**src/rtl/hazard_pkg.sv**
```systemverilog
// Shared types and constants for the EX-stage forwarding / load-use hazard unit.
// Slot register indices are held at a fixed maximum width so one struct serves any REG_ADDR_W <= 8.
package hazard_pkg;

    localparam logic [1:0] FWD_RF  = 2'b00;
    localparam logic [1:0] FWD_WB  = 2'b01;
    localparam logic [1:0] FWD_MEM = 2'b10;

    localparam int RD_W_MAX = 8;

    typedef logic [RD_W_MAX-1:0] reg_idx_t;

    localparam reg_idx_t REG_ZERO = '0;

    typedef struct packed {
        logic     valid;
        reg_idx_t rd;
        logic     reg_write;
    } slot_t;

    // A slot is a forwarding candidate only if it really produces a non-x0 result.
    function automatic logic slot_writes(input slot_t s);
        return s.valid && s.reg_write && (s.rd != REG_ZERO);
    endfunction

endpackage

```
**src/rtl/hazard_forward_unit_if.sv**
```systemverilog
// ID-stage instruction info and pipeline controls in; forward selects, stall/bubble and stall counter out.
// The control side drives through master, the hazard unit attaches through slave.
interface hazard_forward_unit_if #(
    parameter int REG_ADDR_W = 5,
    parameter int CNT_W      = 32
);
    logic                  id_valid;
    logic [REG_ADDR_W-1:0] id_rs1;
    logic [REG_ADDR_W-1:0] id_rs2;
    logic [REG_ADDR_W-1:0] id_rd;
    logic                  id_reg_write;
    logic                  id_mem_read;
    logic                  pipe_stall;
    logic                  flush;
    logic [1:0]            ForwardA;
    logic [1:0]            ForwardB;
    logic                  id_stall;
    logic                  ex_bubble;
    logic [CNT_W-1:0]      stall_count;

    modport master (
        output id_valid, id_rs1, id_rs2, id_rd, id_reg_write, id_mem_read, pipe_stall, flush,
        input  ForwardA, ForwardB, id_stall, ex_bubble, stall_count
    );

    modport slave (
        input  id_valid, id_rs1, id_rs2, id_rd, id_reg_write, id_mem_read, pipe_stall, flush,
        output ForwardA, ForwardB, id_stall, ex_bubble, stall_count
    );
endinterface

```
**src/rtl/hazard_forward_unit_fwd_sel_compare.sv**
```systemverilog
// Combinational next-select for one source operand: EX-slot producer beats MEM-slot producer.
// A load in EX never forwards; that case is resolved by the load-use stall instead.
module fwd_sel_compare
    import hazard_pkg::*;
(
    input  slot_t      ex_slot_i,
    input  logic       ex_is_load_i,
    input  slot_t      mem_slot_i,
    input  reg_idx_t   rs_i,
    output logic [1:0] sel_o
);

    always_comb begin
        sel_o = FWD_RF;
        if (slot_writes(ex_slot_i) && !ex_is_load_i && (ex_slot_i.rd == rs_i)) begin
            sel_o = FWD_MEM;
        end else if (slot_writes(mem_slot_i) && (mem_slot_i.rd == rs_i)) begin
            sel_o = FWD_WB;
        end
    end

endmodule

```
**src/rtl/hazard_forward_unit.sv**
```systemverilog
// Tracks EX/MEM destination slots, registers ForwardA/B for the EX cycle, and raises a one-bubble load-use stall.
// Optional load-use stall counter is built only when HAZARD_STALL_CNT_EN is defined; otherwise stall_count is 0.
module hazard_forward_unit
    import hazard_pkg::*;
#(
    parameter int REG_ADDR_W = 5,
    parameter int CNT_W      = 32
) (
    input  logic                   clk,
    input  logic                   rst,
    hazard_forward_unit_if.slave   bus
);

    slot_t      ex_q, ex_d;
    slot_t      mem_q, mem_d;
    logic       ex_load_q, ex_load_d;
    logic [1:0] fwd_a_q, fwd_a_d;
    logic [1:0] fwd_b_q, fwd_b_d;

    reg_idx_t   rs1_x, rs2_x, rd_x;
    slot_t      id_slot;
    logic [1:0] sel_a, sel_b;
    logic       load_use;
    logic       ex_bubble;

    always_comb begin
        rs1_x = '0;
        rs2_x = '0;
        rd_x  = '0;
        rs1_x[REG_ADDR_W-1:0] = bus.id_rs1;
        rs2_x[REG_ADDR_W-1:0] = bus.id_rs2;
        rd_x[REG_ADDR_W-1:0]  = bus.id_rd;
    end

    assign id_slot = '{valid: bus.id_valid, rd: rd_x, reg_write: bus.id_reg_write};

    fwd_sel_compare u_cmp_rs1 (
        .ex_slot_i    (ex_q),
        .ex_is_load_i (ex_load_q),
        .mem_slot_i   (mem_q),
        .rs_i         (rs1_x),
        .sel_o        (sel_a)
    );

    fwd_sel_compare u_cmp_rs2 (
        .ex_slot_i    (ex_q),
        .ex_is_load_i (ex_load_q),
        .mem_slot_i   (mem_q),
        .rs_i         (rs2_x),
        .sel_o        (sel_b)
    );

    assign load_use = slot_writes(ex_q) && ex_load_q && bus.id_valid
                    && ((ex_q.rd == rs1_x) || (ex_q.rd == rs2_x));

    // A global freeze suppresses both the stall and the bubble; flush pre-empts the stall.
    assign bus.id_stall  = load_use && !bus.flush && !bus.pipe_stall;
    assign ex_bubble     = (load_use || bus.flush) && !bus.pipe_stall;
    assign bus.ex_bubble = ex_bubble;

    always_comb begin
        ex_d      = ex_q;
        mem_d     = mem_q;
        ex_load_d = ex_load_q;
        fwd_a_d   = fwd_a_q;
        fwd_b_d   = fwd_b_q;
        if (!bus.pipe_stall) begin
            mem_d = ex_q;
            if (ex_bubble) begin
                ex_d      = '0;
                ex_load_d = 1'b0;
                fwd_a_d   = FWD_RF;
                fwd_b_d   = FWD_RF;
            end else begin
                ex_d      = id_slot;
                ex_load_d = bus.id_valid && bus.id_mem_read;
                fwd_a_d   = sel_a;
                fwd_b_d   = sel_b;
            end
        end
    end

    always_ff @(posedge clk) begin
        if (rst) begin
            ex_q      <= '0;
            mem_q     <= '0;
            ex_load_q <= 1'b0;
            fwd_a_q   <= FWD_RF;
            fwd_b_q   <= FWD_RF;
        end else begin
            ex_q      <= ex_d;
            mem_q     <= mem_d;
            ex_load_q <= ex_load_d;
            fwd_a_q   <= fwd_a_d;
            fwd_b_q   <= fwd_b_d;
        end
    end

    assign bus.ForwardA = fwd_a_q;
    assign bus.ForwardB = fwd_b_q;

`ifdef HAZARD_STALL_CNT_EN
    logic [CNT_W-1:0] cnt_q, cnt_d;

    always_comb begin
        cnt_d = cnt_q;
        if (bus.id_stall && (cnt_q != {CNT_W{1'b1}})) begin
            cnt_d = cnt_q + 1'b1;
        end
    end

    always_ff @(posedge clk) begin
        if (rst) begin
            cnt_q <= '0;
        end else begin
            cnt_q <= cnt_d;
        end
    end

    assign bus.stall_count = cnt_q;
`else
    assign bus.stall_count = {CNT_W{1'b0}};
`endif

endmodule

```
**src/flat_wrapper.sv**
```systemverilog
// flat-port wrapper written by rule: the top's interface ports become plain ports
module hazard_forward_unit_flat import hazard_pkg::*;
#(
    parameter int REG_ADDR_W = 5,
    parameter int CNT_W      = 32
)
  (clk, rst, bus_id_valid, bus_id_rs1, bus_id_rs2, bus_id_rd, bus_id_reg_write, bus_id_mem_read, bus_pipe_stall, bus_flush, bus_ForwardA, bus_ForwardB, bus_id_stall, bus_ex_bubble, bus_stall_count);
  hazard_forward_unit_if #(.REG_ADDR_W(REG_ADDR_W), .CNT_W(CNT_W)) bus_i ();
  input  logic clk;
  input  logic rst;
  input wire logic [$bits(bus_i.id_valid)-1:0] bus_id_valid;
  input wire logic [$bits(bus_i.id_rs1)-1:0] bus_id_rs1;
  input wire logic [$bits(bus_i.id_rs2)-1:0] bus_id_rs2;
  input wire logic [$bits(bus_i.id_rd)-1:0] bus_id_rd;
  input wire logic [$bits(bus_i.id_reg_write)-1:0] bus_id_reg_write;
  input wire logic [$bits(bus_i.id_mem_read)-1:0] bus_id_mem_read;
  input wire logic [$bits(bus_i.pipe_stall)-1:0] bus_pipe_stall;
  input wire logic [$bits(bus_i.flush)-1:0] bus_flush;
  output wire logic [$bits(bus_i.ForwardA)-1:0] bus_ForwardA;
  output wire logic [$bits(bus_i.ForwardB)-1:0] bus_ForwardB;
  output wire logic [$bits(bus_i.id_stall)-1:0] bus_id_stall;
  output wire logic [$bits(bus_i.ex_bubble)-1:0] bus_ex_bubble;
  output wire logic [$bits(bus_i.stall_count)-1:0] bus_stall_count;
  assign bus_i.id_valid = bus_id_valid;
  assign bus_i.id_rs1 = bus_id_rs1;
  assign bus_i.id_rs2 = bus_id_rs2;
  assign bus_i.id_rd = bus_id_rd;
  assign bus_i.id_reg_write = bus_id_reg_write;
  assign bus_i.id_mem_read = bus_id_mem_read;
  assign bus_i.pipe_stall = bus_pipe_stall;
  assign bus_i.flush = bus_flush;
  assign bus_ForwardA = bus_i.ForwardA;
  assign bus_ForwardB = bus_i.ForwardB;
  assign bus_id_stall = bus_i.id_stall;
  assign bus_ex_bubble = bus_i.ex_bubble;
  assign bus_stall_count = bus_i.stall_count;
  hazard_forward_unit #(.REG_ADDR_W(REG_ADDR_W), .CNT_W(CNT_W)) u_core (.clk(clk), .rst(rst), .bus(bus_i));
endmodule
```
**config.mk**
```make
export PLATFORM = sky130hd
export DESIGN_NAME = hazard_forward_unit_flat
export DESIGN_NICKNAME = d
export VERILOG_FILES = /design/src/rtl/hazard_pkg.sv /design/src/rtl/hazard_forward_unit_if.sv /design/src/rtl/hazard_forward_unit_fwd_sel_compare.sv /design/src/rtl/hazard_forward_unit.sv /design/src/flat_wrapper.sv
export SDC_FILE = /design/constraint.sdc
export NUM_CORES = 1
export LEC_CHECK = 0
export BUFFER_PORTS_ARGS = -buffer_cell sky130_fd_sc_hd__buf_2
export CAP_MARGIN = 5
export CORE_UTILIZATION = 25
export CTS_CLUSTER_SIZE = 24
export DETAILED_ROUTE_END_ITERATION = 16
export GPL_ROUTABILITY_DRIVEN = 1
export PLACE_DENSITY = 0.59
export SLEW_MARGIN = 10
export SYNTH_ARGS = -nofsm -noshare
export SYNTH_HDL_FRONTEND = slang
export SYNTH_SLANG_ARGS = --single-unit
```
**constraint.sdc**
```tcl
create_clock -name clk -period 3.1 [get_ports clk]
set_input_delay 0.155 -clock clk [delete_from_list [all_inputs] [get_ports clk]]
set_output_delay 0.155 -clock clk [all_outputs]
set_load 0.02 [all_outputs]
```
==> impl_results.md <==
* Status: finished clean
* Final worst path period need at 1.93 ns
* Leading area contributor after synthesis: dfxtp_1
* Core area at 5110 um^2
* Highest clock rate at 0.518 GHz
* Hold Crit Class: in -> reg
* Clock Sinks at 19
* Fillers at 566
* Layout cells sized above 1 at 25.9%
* Sequential power share at 47.4%
* Clock transition at path regs at 0.07 ns
* Max Root-Sink Buffers at 2
* Clock share of power at 31.5%
* Power Density at 387 nW/um^2
* Net count reported at finish at 193
* Leak at 0.649 nW
* Cells after Synth at 147
* Worst Path Arrival at 1.77 ns
* # hold bufs at CTS at 0
* WS Path Type: reg -> out
* Worst VDD drop at 0.129 mV
* Antenna Nets Post-Route at 0
* Crit end category: output pin
* Worst clock skew at 0.00485 ns
* Initial antenna violation count at 0
* CTS tree: built
* Top Family by Delay on Critical Path: simple AND/OR/NAND/NOR gates
* P_sw at 0.171 mW
* Layer with the highest usage: met2
* Die ar. at 5590 um^2
* Final setup viols at 0
* Syn Area/Cell at 9.01 um^2
* CP Launch Type: flip-flop
* Placed cell count at 236
* Pre-antenna DRT Iters at 4
* H-tree Lvls at 1
* Met1 Track Usage GR at 14.0%
* Vias at 989
* Tot GR Track Use at 10.4%
* Die width at 74.8 um
* Top cells by area, synth: dfxtp_1 (29%), buf_4 (18%), mux2i_1 (9.8%)
* Root buffer cell: clkbuf_8
* IO Pins at 60
* Met3 usage at 2.41%
* Met2 Track Usage GR at 15.8%
* Port Buffers at 27
* Final Util at 28.0%
* Via-to-Cell Ratio at 4.12
* Buffer and inverter count on the worst path at 1
* Critical Path RT at 2.94 ns
* Rows at 26
* Vias in the first global route at 910
* Area delta synth->final at 8.13%
* Fin. Hold Viols at 0
* Setup_tns at 0 ns
* FFs w/ async S/R, synth at 0%
* Avg WL per Cell at 11.2 um
* R2R setup slack at 1.45 ns
* Least-Margin Pin Slew at 0.598 ns
* Synth top area share at 28.7%
* Worst r2r path cells at 5
* Ratio of final minimum period to clock period at 62.2%
* Internal power at 0.382 mW
* Hold depth at 3
* CTS Buf Count at 3
* Ys Warns at 0
* FF+latch count, synth at 19
* Starting Density at 25.9%
* Comb pwr share at 21.1%
* EDFF count, synth at 0
* Remaining global-route overflow at 0
* Switching share of power at 30.9%
* Die Span Y at 74.8 um
* Ant diodes at 0
* # Post-CTS Setup Buffers at 0
* Clock latency on the worst-skew pair at 0.26 ns
* Max transition margin at 60.1%
* Slowest library cell on the worst path: or4_4
* Final wirelength at 2690 um
* Post-CTS sizing at 0
* Slowest stage delay, CP at 0.58 ns
* Seq/Total Area, Yosys at 28.7%
* 1st-iter DRT viols at 51
* Post-Layout Cell Count at 240
* Max-slew violations at 0
* # Max-Cap Violations at 0
* Main flop type after synthesis: dfxtp_1
* RSZ-0062 raised after global routing: false
* Critical path cell sequence: or4_4 -> nor2_2 -> nor2_1 -> o21ai_1 -> a21oi_1 -> buf_2
* First-pass GRT wire length at 4320 um
* Crit-path max FO at 5
* Post-DP HPWL at 2120 um
* DRC at 0
* Largest net degree at the start of global routing at 26
* Synth cell types at 29
* WP depth at 6
* Post-synthesis cell area at 1320 um^2
* GP Congestion at 0.849
==> cell usage after synthesis, types with 3 or more instances <==
cell type,instances
a21oi_1,4
nor3_1,7
inv_1,3
nor2_1,10
nand4_1,3
clkbuf_1,4
dfxtp_1,19
mux2i_1,13
xor2_1,6
buf_4,32
xnor2_1,14
nor3_2,10
==> power groups by stage <==
stage / Sequential, mW / Clock, mW / Combinational [mW]
detailed placement: 0.268 / 0 / 0.117
finish: 0.263 / 0.174 / 0.117
global route: 0.264 / 0.189 / 0.130
global placement: 0.268 / 0 / 0.117
floorplan: 0.264 / 0 / 0.123
CTS: 0.262 / 0.180 / 0.117
==> worst paths after layout <==
kind / from / end
setup / recovery: u_core.ex_q[1]$_SDFFE_PP0N_ / bus_ex_bubble
hold reg to reg: u_core.bus.ForwardA[1]$_SDFFE_PP0N_ / u_core.bus.ForwardA[1]$_SDFFE_PP0N_
setup reg to reg: u_core.ex_q[1]$_SDFFE_PP0N_ / u_core.bus.ForwardA[1]$_SDFFE_PP0N_
hold / removal: bus_id_reg_write / u_core.ex_q[0]$_SDFFE_PP0N_
==> per-stage QoR <==
stage / hold slack [ns] / cell area (um^2) / setup WS (ns) / power [mW]
6_report: 0.159 / 1430 / 1.17 / 0.554
4_1_cts: 0.157 / 1430 / 1.16 / 0.559
5_1_grt: 0.166 / 1430 / 1.08 / 0.583
3_5_place_dp: 0.428 / 1390 / 1.45 / 0.385
2_1_floorplan: 0.334 / 1440 / 1.59 / 0.387
3_3_place_gp: 0.426 / 1390 / 1.44 / 0.385
==> layout make-up <==
cell class / count / area (um^2) / share of cell area, %
Timing Repair Buffer: 27 / 135 / 9.44
Tap cell: 70 / 87.6 / 6.12
Clock buffer: 4 / 45.0 / 3.15
Multi-Input combinational cell: 117 / 772 / 53.9
Inverter: 3 / 11.3 / 0.787
Sequential cell: 19 / 380 / 26.6
==> tightest hold or removal path, stage by stage <==
cell and delay, ns:
buf_2 0.08, mux2i_1 0.06, nor3_2 0.09
==> placed cells by master, fill, tap and decap left out, types with 2 or more instances in the layout <==
master     synthesis  final
nor3_1             7      7
buf_2              2     27
clkbuf_8           0      3
inv_1              3      3
xor2_1             6      6
nor2_1            10     10
nor3_2            10     10
nand3_1            2      2
mux2i_1           13     13
nand4_1            3      3
a21oi_1            4      4
nand2_1            2      2
a2bb2oi_1          2      2
dfxtp_1           19     19
xnor2_1           14     14
nor4_1             2      2
conb_1             1     32
==> registers in the layout (all words and copies together), names as in the netlist <==
register,count
u_core.bus.ForwardB,2
u_core.mem_q,7
u_core.ex_q,7
u_core.ex_load_q,1
u_core.bus.ForwardA,2
==> cell families after synthesis <==
| group | share of synthesized area, % |
|---|---|
| buf+inv | 21.7 |
| simple gates | 19.1 |
| xor+xnor | 13.2 |
| flops | 28.7 |
| mux | 9.83 |
| compound gates | 7.09 |
| other cells | 0.283 |
==> layer usage <==
| metal | vias to the layer above | part of all wire (%) | wire length [um] |
|---|---|---|---|
| li1 | 483 | - | - |
| met1 | 456 | 48 | 1280 |
| met2 | 45 | 44 | 1180 |
| met3 | 5 | 6.9 | 185 |
| met4 | 0 | 1.6 | 42 |
| met5 | - | 0 | 0 |
Note: power is estimated with default switching activity, not from simulation.
